**src/rtl/serial_adder_ctrl.sv**
```systemverilog
// Bit-serial adder: one full-adder cell sequenced LSB-first over WIDTH cycles.
// Optional subtract mode is enabled by defining SERIAL_ADDER_SUB_EN.

module fa (
   input  logic a,
   input  logic b,
   input  logic cin,
   output logic sum,
   output logic cout
);
   assign sum  = a ^ b ^ cin;
   assign cout = (a & b) | (a & cin) | (b & cin);
endmodule

module serial_adder_ctrl #(
   parameter int unsigned WIDTH = 8
) (
   input  logic             clk,
   input  logic             rst,
   input  logic             start,
   input  logic [WIDTH-1:0] a,
   input  logic [WIDTH-1:0] b,
   input  logic             cin,
`ifdef SERIAL_ADDER_SUB_EN
   input  logic             sub,
`endif
   output logic             busy,
   output logic             done,
   output logic [WIDTH-1:0] sum,
   output logic             cout
);

   localparam int unsigned CW = (WIDTH > 1) ? $clog2(WIDTH) : 1;
   localparam logic [CW-1:0] LAST = CW'(WIDTH - 1);

   typedef enum logic [1:0] {
      ST_IDLE = 2'd0,
      ST_RUN  = 2'd1,
      ST_DONE = 2'd2
   } state_t;

   state_t           state;
   logic [WIDTH-1:0] a_sh;
   logic [WIDTH-1:0] b_sh;
   logic [WIDTH-1:0] s_sh;
   logic [WIDTH-1:0] s_next;
   logic [CW-1:0]    count;
   logic             c;
   logic             fa_b;
   logic             fa_sum;
   logic             fa_cout;

`ifdef SERIAL_ADDER_SUB_EN
   logic sub_q;
   // Subtract as a + ~b + 1; the +1 comes from the preset carry.
   assign fa_b = b_sh[0] ^ sub_q;
`else
   assign fa_b = b_sh[0];
`endif

   fa u_fa (
      .a    (a_sh[0]),
      .b    (fa_b),
      .cin  (c),
      .sum  (fa_sum),
      .cout (fa_cout)
   );

   // Result bits enter at the MSB so the LSB lands in bit 0 after WIDTH shifts.
   if (WIDTH == 1) begin : g_s_one
      assign s_next = fa_sum;
   end else begin : g_s_many
      assign s_next = {fa_sum, s_sh[WIDTH-1:1]};
   end

   always_ff @(posedge clk) begin
      if (rst) begin
         state <= ST_IDLE;
         busy  <= 1'b0;
         done  <= 1'b0;
         sum   <= '0;
         cout  <= 1'b0;
         a_sh  <= '0;
         b_sh  <= '0;
         s_sh  <= '0;
         c     <= 1'b0;
         count <= '0;
`ifdef SERIAL_ADDER_SUB_EN
         sub_q <= 1'b0;
`endif
      end else begin
         done <= 1'b0;
         case (state)
            ST_RUN: begin
               c     <= fa_cout;
               s_sh  <= s_next;
               a_sh  <= a_sh >> 1;
               b_sh  <= b_sh >> 1;
               count <= count + CW'(1);
               if (count == LAST) begin
                  sum   <= s_next;
                  cout  <= fa_cout;
                  done  <= 1'b1;
                  state <= ST_DONE;
               end
            end
            // IDLE and DONE both accept a new request; DONE falls back to IDLE otherwise.
            default: begin
               if (start) begin
                  a_sh  <= a;
                  b_sh  <= b;
                  count <= '0;
`ifdef SERIAL_ADDER_SUB_EN
                  sub_q <= sub;
                  c     <= sub ? 1'b1 : cin;
`else
                  c     <= cin;
`endif
                  busy  <= 1'b1;
                  state <= ST_RUN;
               end else begin
                  busy  <= 1'b0;
                  state <= ST_IDLE;
               end
            end
         endcase
      end
   end

endmodule

```
**config.mk**
```make
export PLATFORM = sky130hd
export DESIGN_NAME = serial_adder_ctrl
export DESIGN_NICKNAME = d
export VERILOG_FILES = /design/src/rtl/serial_adder_ctrl.sv
export SDC_FILE = /design/constraint.sdc
export NUM_CORES = 1
export LEC_CHECK = 0
export BUFFER_PORTS_ARGS = -buffer_cell sky130_fd_sc_hd__buf_4
export CAP_MARGIN = 20
export CORE_ASPECT_RATIO = 1.1
export CORE_UTILIZATION = 35
export CTS_BUF_LIST = sky130_fd_sc_hd__clkbuf_2
export CTS_CLUSTER_DIAMETER = 30
export DETAILED_ROUTE_END_ITERATION = 6
export GPL_TIMING_DRIVEN = 0
export SETUP_SLACK_MARGIN = 0.1
export SYNTH_ARGS = -nofsm -noshare
export SYNTH_HDL_FRONTEND = slang
export SYNTH_SLANG_ARGS = --single-unit
```
**constraint.sdc**
```tcl
create_clock -name clk -period 1.7 [get_ports clk]
set_input_delay 0.17 -clock clk [delete_from_list [all_inputs] [get_ports clk]]
set_output_delay 0.17 -clock clk [all_outputs]
set_load 0.005 [all_outputs]
```
==> Yosys cells after proc, flatten, opt, wreduce, memory -nomap -nowiden <==
Index checks and enable logic that the tools add are counted.
{ "classes": {"n_bitwise": 8, "multipliers": 0, "n_div": 0, "order_cmp": 0, "n_addsub": 1, "n_reduce_logical": 4, "shifts": 0, "n_mux": 13, "n_eq_ne": 3} }
{ "op_table": {"columns": ["cell", "count"], "rows": [
  ["two-way mux 7 bit", 4],
  ["two-way mux 3 bit", 2],
  ["two-way mux 1 bit", 5],
  ["two-way mux 2 bit", 2],
  ["OR reduction 2 bit", 2],
  ["adder 3 x 1 -> 3 bit, second input constant", 1],
  ["bitwise AND 1 bit", 3],
  ["equality test 3 bit, second input constant", 1],
  ["equality test 2 x 1 -> 1 bit, second input constant", 1],
  ["!= test 2 bit, second input constant", 1],
  ["OR 1 bit", 2],
  ["AND reduction 2 bit", 1],
  ["nonzero test 2 bit", 1],
  ["XOR 1 bit", 2],
  ["NOT 1 bit", 1]
]} }
{ "totals": {"inputBits": 20, "ramBits": 0, "regBits": 41, "rom_bits": 0, "output_inout_bits": 11, "latch_bits": 0, "mem_count": 0, "elab_cells": 41} }

==> Longest topological paths before layout <==
Gate-level depths: netlist of the first run.
{ "depth": {"ltp_word": 4, "depth_mapped": 6, "mapped_depth_nobuf": 5} }

==> Modules after synthesis <==
Synthesis of the first run repeated with hierarchy kept, for this count alone.
{ "hier_totals": {"hier_cells": 175, "area_unflattened_um2": 1737.9} }
{ "modules_own_cells": {"columns": ["mod", "area_each_um2", "seq_area_each_um2", "cells_per_inst", "n_inst"], "rows": [
  ["serial_adder_ctrl", 1717.9, 800.8, 174, 1],
  ["fa", 20.0, 0.0, 1, 1]
]} }

==> Worst setup path after synthesis of the first run <==
Ideal clock, no wire load.
{ "synth_timing": {"path_type": "reg2reg", "start": "register count[0]", "end": "register cout", "stages_incl_launch_ff": 7, "t_arrival_ns": 1.082, "setup_ns": 0.142, "t_required_ns": 1.558, "slack_ns": 0.475, "period_less_slack_ns": 1.225, "cell_sequence": "dfxtp_1 > ha_1 > ha_1 > and3b_1 > buf_2 > nand2_1 > a21oi_1"} }
{ "synth_between": {"elab_chain_cells": 2} }
{ "synth_lines": {"columns": ["element", "line_no", "text"], "rows": [
  ["start: declaration", "47", "logic [CW-1:0] count;"],
  ["start signal: assignment", "99", "count <= count + CW'(1);"],
  ["equality test 3 bit", "100", "if (count == LAST) begin"],
  ["AND reduction 2 bit (no source line)", null, null],
  ["end signal: assignment", "102", "cout <= fa_cout;"],
  ["end: declaration", "30", "output logic cout"]
]} }
Every way passes these cells.
A chain may end at the register's enable or synchronous reset.

==> Final worst setup path of the first run <==
{ "layout_timing": {"start": "register count[0]", "end": "register sum[6]"} }
{ "layout_between": {"elab_chain_cells": 2} }
{ "layout_lines": {"columns": ["element", "line_no", "text"], "rows": [
  ["equality test 3 bit", "100", null],
  ["AND reduction 2 bit (no source line)", null, null],
  ["end signal: assignment", "101", "sum <= s_next;"],
  ["end: declaration", "29", "output logic [WIDTH-1:0] sum,"]
]} }
Every way passes these cells.

==> metrics.yaml, run 1 <==
synth_common_cells: "dfxtp_1, nand2_1, a21oi_1, mux2i_1, a211oi_2"
port_buffers: 28
comb_power_share_pct: 13.0
async_flop_share_pct: 0
ant_nets: 0
nFillCells: 471
dieArea_sq_um: 5250
grt_pass1_vias: 1247
path_buf_inv: 1
yosysTopAreaCellShare_pct: 46.1
slew_violations: 0
min_period_over_period_pct: 82.2
fin_crit_ns: 1.40
p_seq_share_pct: 54.8
vias_per_cell: 4.81
grt_use_total_pct: 13.2
hold_path.class: "in -> reg"
syn-cell-area_sq_um: 1740
cts_buffer_depth: 2
ys_top_cells_by_area: "dfxtp_1, a211oi_2, mux2i_1"
ioPinCount: 31
synth_edf_count: 0
grt_pass1_wl_mm: 5.55
slew_headroom_pct: 57.0
nNetsFinal: 233
chipHeight_microns: 75.9
endpoint_kind: "flop"
intPower_mw: 1.36
synth_seq_cells: 40
seq_area_frac_synth_pct: 46.1
p_switching_uw: 482
antenna_found_initial: 0
initial_core_util_pct: 36.8
totalWireLength_mm: 3.23
root_buffer: "clkbuf_2"
p_per_area_nw_per_um2: 880
final_layout_size_suffix_gt1_share_pct: 34.6
clkLatencyLatePin_ns: 0.41
grt-ovfl-total: 0
max-vdd-ir-drop_v: 0.000310
drc: 0
dr.pass1.iters: 4
wl_per_cell_microns: 12.1
num_antenna_cells: 0
synth_area_per_cell_sq_um: 9.93
finClkSkew_ns: 0.0219
num_vias: 1285
start_kind: "flop"
holdBufCountCts: 0
switching_share_pct: 26.2
worst_slew_pin_slew_ns: 0.645
yosys_warnings: 0
path_max_fanout: 10
dp_hpwl_mm: 2.27
cts.sinks: 40
setup-violations-final: 0
tritoncts: "yes"
cts-htree-levels: 2
rows: 26
finalHoldViolCount: 0
routabilityCongestion: 0.728
clk_pin_slew_ns: 0.23
pwr-share-clk_pct: 32.1
yosysMostFrequentCell: "dfxtp_1"
crit_family: "adder cells"
area_growth_pct: 20.2
critPathMaxStageDelay_ns: 0.38
arrival_ns: 1.75
hold_depth: 3
grt_max_degree: 15
critPathRequiredTime_ns: 2.06
fmax_mhz: 715
yosysTopAreaCell: "dfxtp_1"
crit_chain: "ha_1 -> ha_1 -> nand3b_1 -> buf_2 -> nand2_1 -> a21oi_1"
maxCapViolCount: 0
synth_cell_types: 22
cts_setup_buffers: 0
ctsResizeCount: 0
synth_cells: 175
p_leak_nw: 0.851
syn_nets: 198
coreArea_sq_um: 4720
outcome: "finished, final reports clean"
drt_iter0_drc: 45
crit_type: "reg -> reg"
critPathSlowestCell: "dfxtp_1"
cp.depth: 6
power.total_mw: 1.84
synth_ff_type: "dfxtp_1"
rsz0062_at_grt: "no"
r2r_cells: 6
crit_top_cell: "ha_1"
cts_buffers: 5
final.setup.tns_ns: 0
die_w_microns: 69.2
[final cells by class]
| type | instances | area (sq um) | share of cell area, % |
|---|---|---|---|
| repair buffers | 28 | 210 | 10.1 |
| clock buffers | 5 | 25.0 | 1.20 |
| plain buffers | 15 | 133 | 6.35 |
| well taps | 56 | 70.1 | 3.35 |
| multi-input cells | 120 | 805 | 38.5 |
| flip-flops and latches | 40 | 801 | 38.3 |
| clock inverters | 3 | 46.3 | 2.22 |
[cell families after synthesis]
family | share of synthesized area (%)
AOI/OAI and AO/OA | 16.8
adders and majority gates | 2.59
buffers and inverters | 7.63
muxes | 9.79
DFF | 46.1
and+or+nand+nor | 17.1
[sequential cells by signal (all words and copies together) (netlist names)]
name / cells
busy: 1
c: 1
state: 2
cout: 1
b_sh: 8
a_sh: 8
sum: 8
s_sh: 7
done: 1
count: 3
[final timing paths]
kind	endpoint	from	slack, ns
min	b_sh[7]	b[7]	0.05
max	sum[6]	count[0]	0.30
min reg2reg	sum[3]	sum[3]	0.47
max reg2reg	sum[6]	count[0]	0.30
[power groups by stage]
stage                     clock [mW]  sequential (mW)  combinational (mW)
after floorplan                    0             1.02               0.181
after global placement             0             1.03               0.243
after detailed placement           0             1.03               0.244
after CTS                      0.610             1.01               0.244
after global routing           0.650             1.02               0.265
final                          0.591             1.01               0.240
[metrics by stage]
stage | setup slack (ns) | std cells | hold slack, ns | utilization [%] | cell area (sq um)
6_report | 0.302 | 267 | 0.0487 | 44.3 | 2090
3_3_place_gp | 0.356 | 259 | 0.446 | 42.8 | 2020
3_5_place_dp | 0.341 | 259 | 0.448 | 42.8 | 2020
2_1_floorplan | 0.475 | 175 | 0.365 | - | 1740
5_1_grt | 0.147 | 267 | 0.0531 | 44.3 | 2090
4_1_cts | 0.295 | 267 | 0.0315 | 44.3 | 2090
[per-layer routing]
layer  global-route usage [%]  wire length, microns
met5                        0                     0
met4                     6.73                    61
met3                     3.86                   140
met2                     21.0                  1520
met1                     16.1                  1510
[worst reg2reg max path: cells and delay by family, from the launching register on]
family,cells,cell delay (ns)
simple gates,2,0.20
compound gates,1,0.13
flops,1,0.38
fa+ha+maj,2,0.40
buf+inv,1,0.24
[placed cells by master, fill, tap and decap left out, types with 3 or more instances in the layout]
| cell | n |
|---|---|
| dfxtp_1 | 40 |
| nand2_1 | 36 |
| buf_4 | 30 |
| a21oi_1 | 20 |
| mux2i_1 | 17 |
| a211oi_2 | 15 |
| nor2_2 | 10 |
| nor2_1 | 8 |
| buf_6 | 5 |
| clkbuf_2 | 5 |
| nand3b_1 | 4 |
| buf_2 | 3 |
(Power assumes the default switching activity.)
==> inputs of run 2 (changes only) <==
==> constraint.sdc (replaced) <==
create_clock -name clk -period 1.35 [get_ports clk]
set_input_delay 0.135 -clock clk [delete_from_list [all_inputs] [get_ports clk]]
set_output_delay 0.135 -clock clk [all_outputs]
set_load 0.005 [all_outputs]
==> run 2 against run 1 <==
  * Total power up 27%
  * Critical path depth unchanged
  * Clock skew up 0.0050 ns
  * Highest routed layer unchanged
  * Maximum frequency up 10%
  * Sequential cell count unchanged
  * Largest power group unchanged
  * Hold slack better by 0.0084 ns
  * Routed wire length up 3.9%
==> metrics.yaml, run 2 (synthesis results as in run 1) <==
coreArea_sq_um: 4720  # unchanged
worstReg2RegStart: "count[0]"
r2r_end: "cout"
die_w_microns: 69.2  # unchanged
cts-htree-levels: 2  # unchanged
p_switching_uw: 612  # +27%
critPathRequiredTime_ns: 1.64  # -0.42 ns
ioPinCount: 31  # unchanged
drc: 0  # unchanged
intPower_mw: 1.71  # +26%
cts_buffer_depth: 2  # unchanged
num_vias: 1313  # +2.2%
finClkSkew_ns: 0.0270  # +0.00505 ns
final_cells: 271  # +1.5%
p_seq_share_pct: 54.6  # -0.2 points
max-vdd-ir-drop_v: 0.000392  # +26%
holdWs_ns: 0.0572  # +0.00842 ns
cts_buffers: 5  # unchanged
final_common_cell: "dfxtp_1"
holdCritStartpoint: "a[7]"
final_layout_size_suffix_gt1_share_pct: 41.9  # +7.3 points
worst_slew_pin_slew_ns: 0.701  # +0.0562 ns
maxCapViolCount: 0  # unchanged
ant_nets: 0  # unchanged
p_per_area_nw_per_um2: 1060  # +20%
reg2reg_slack_ns: 0.08  # -0.22 ns
min_period_over_period_pct: 93.9  # +12 points
tritoncts: "yes"
nNetsFinal: 237  # +1.7%
path_max_fanout: 5  # -5
dieArea_sq_um: 5250  # unchanged
hold_path.class: "in -> reg"
antenna_found_initial: 0  # unchanged
port_buffers: 28  # unchanged
rows: 26  # unchanged
vias_per_cell: 4.85  # +0.67%
rsz0062_at_grt: "yes"
slew_violations: 0  # unchanged
final.setup.tns_ns: 0  # unchanged
num_antenna_cells: 0  # unchanged
totalWireLength_mm: 3.36  # +3.9%
finalHoldViolCount: 0  # unchanged
drt_iter0_drc: 34  # -24%
endpoint_kind: "flop"
dr.pass1.iters: 4  # unchanged
dp_hpwl_mm: 2.27  # unchanged
grt_use_total_pct: 13.4  # +0.20 points
grt_max_degree: 15  # unchanged
arrival_ns: 1.56  # -0.19 ns
pwr-share-clk_pct: 32.0  # about the same
fmax_mhz: 789  # +10%
grt-ovfl-total: 0  # unchanged
p_leak_nw: 0.873  # +2.6%
min_to: "a_sh[7]"
slew_headroom_pct: 53.3  # -3.7 points
outcome: "finished, final reports clean"
wl_per_cell_microns: 12.4  # +2.4%
start_kind: "flop"
clk_pin_slew_ns: 0.24  # about the same
clkLatencyLatePin_ns: 0.40  # about the same
r2r_cells: 6  # unchanged
fin_crit_ns: 1.27  # -0.130 ns
hold_depth: 3  # unchanged
power.total_mw: 2.33  # +27%
reg_top3: "a_sh: 8 flops, b_sh: 8 flops, sum: 8 flops"
crit_type: "reg -> reg"
chipHeight_microns: 75.9  # unchanged
routabilityCongestion: 0.728  # unchanged
comb_power_share_pct: 13.4  # +0.4 points
setup-violations-final: 0  # unchanged
area_growth_pct: 26.3
root_buffer: "clkbuf_2"
initial_core_util_pct: 36.8  # unchanged
grt_pass1_vias: 1254  # +0.56%
switching_share_pct: 26.3  # +0.13 points
final_cell_mix: "dfxtp_1, buf_4, nand2_1"
place_inst: 259  # unchanged
cts.sinks: 40  # unchanged
grt_pass1_wl_mm: 5.66  # +2.1%
-- run 2: area by class of cell --
cell class / instances / area, sq um
timing repair buffer: 32 / 246
tap: 56 / 70.1
multi-input combinational: 120 / 858
buffer: 15 / 145
clock buffer: 5 / 25.0
sequential: 40 / 803
fill: 470 / 2520
clock inverter: 3 / 46.3
-- run 2: routing by layer --
layer	part of all wire [%]	track usage, %	up-vias
li1	-	-	670
met1	47	16.4	615
met2	47	21.7	22
met3	3.8	4.12	6
met4	1.7	5.51	0
met5	0	0	-
-- run 2: through the flow --
stage / area (sq um) / worst slack, ns / util [%]
6_report: 2190 / 0.0824 / 46.5
5_1_grt: 2190 / 0.0538 / 46.5
4_1_cts: 2170 / 0.0939 / 45.9
3_5_place_dp: 2020 / -0.00921 / 42.8
3_3_place_gp: 2020 / 0.00635 / 42.8
2_1_floorplan: 1740 / 0.125 / -
-- run 2: power by group through the flow --
stage,Clock [mW],Combinational [mW],Sequential (mW)
6_report,0.745,0.311,1.27
5_1_grt,0.821,0.342,1.28
4_1_cts,0.769,0.311,1.27
3_5_place_dp,0,0.307,1.29
3_3_place_gp,0,0.306,1.29
2_1_floorplan,0,0.227,1.29
-- run 2: worst max-delay path: stages (launching register included) --
cell     delay [ns]
dfxtp_2        0.39
ha_4           0.16
ha_4           0.15
and3b_2        0.21
buf_6          0.14
nand2_2        0.07
a21oi_2        0.05
-- run 2: what timing repair did --
action	CTS	global route
endpoints found under the hold margin	1	0
endpoints found under the setup margin	12	10
setup buffers	1	0
gates cloned	2	0
gates resized for setup	13	9
hold buffers	1	0
pin swaps	2	0
-- run 2: worst max path at each step --
stage	from	endpoint	slack, ns	depth (start not counted)
2_1_floorplan	count[0]	cout	0.13	6
3_3_place_gp	count[0]	sum[0]	0.006	6
3_5_place_dp	count[0]	sum[0]	-0.009	6
4_1_cts	count[1]	sum[0]	0.09	6
5_1_grt	count[0]	cout	0.05	6
6_report	count[0]	cout	0.08	6
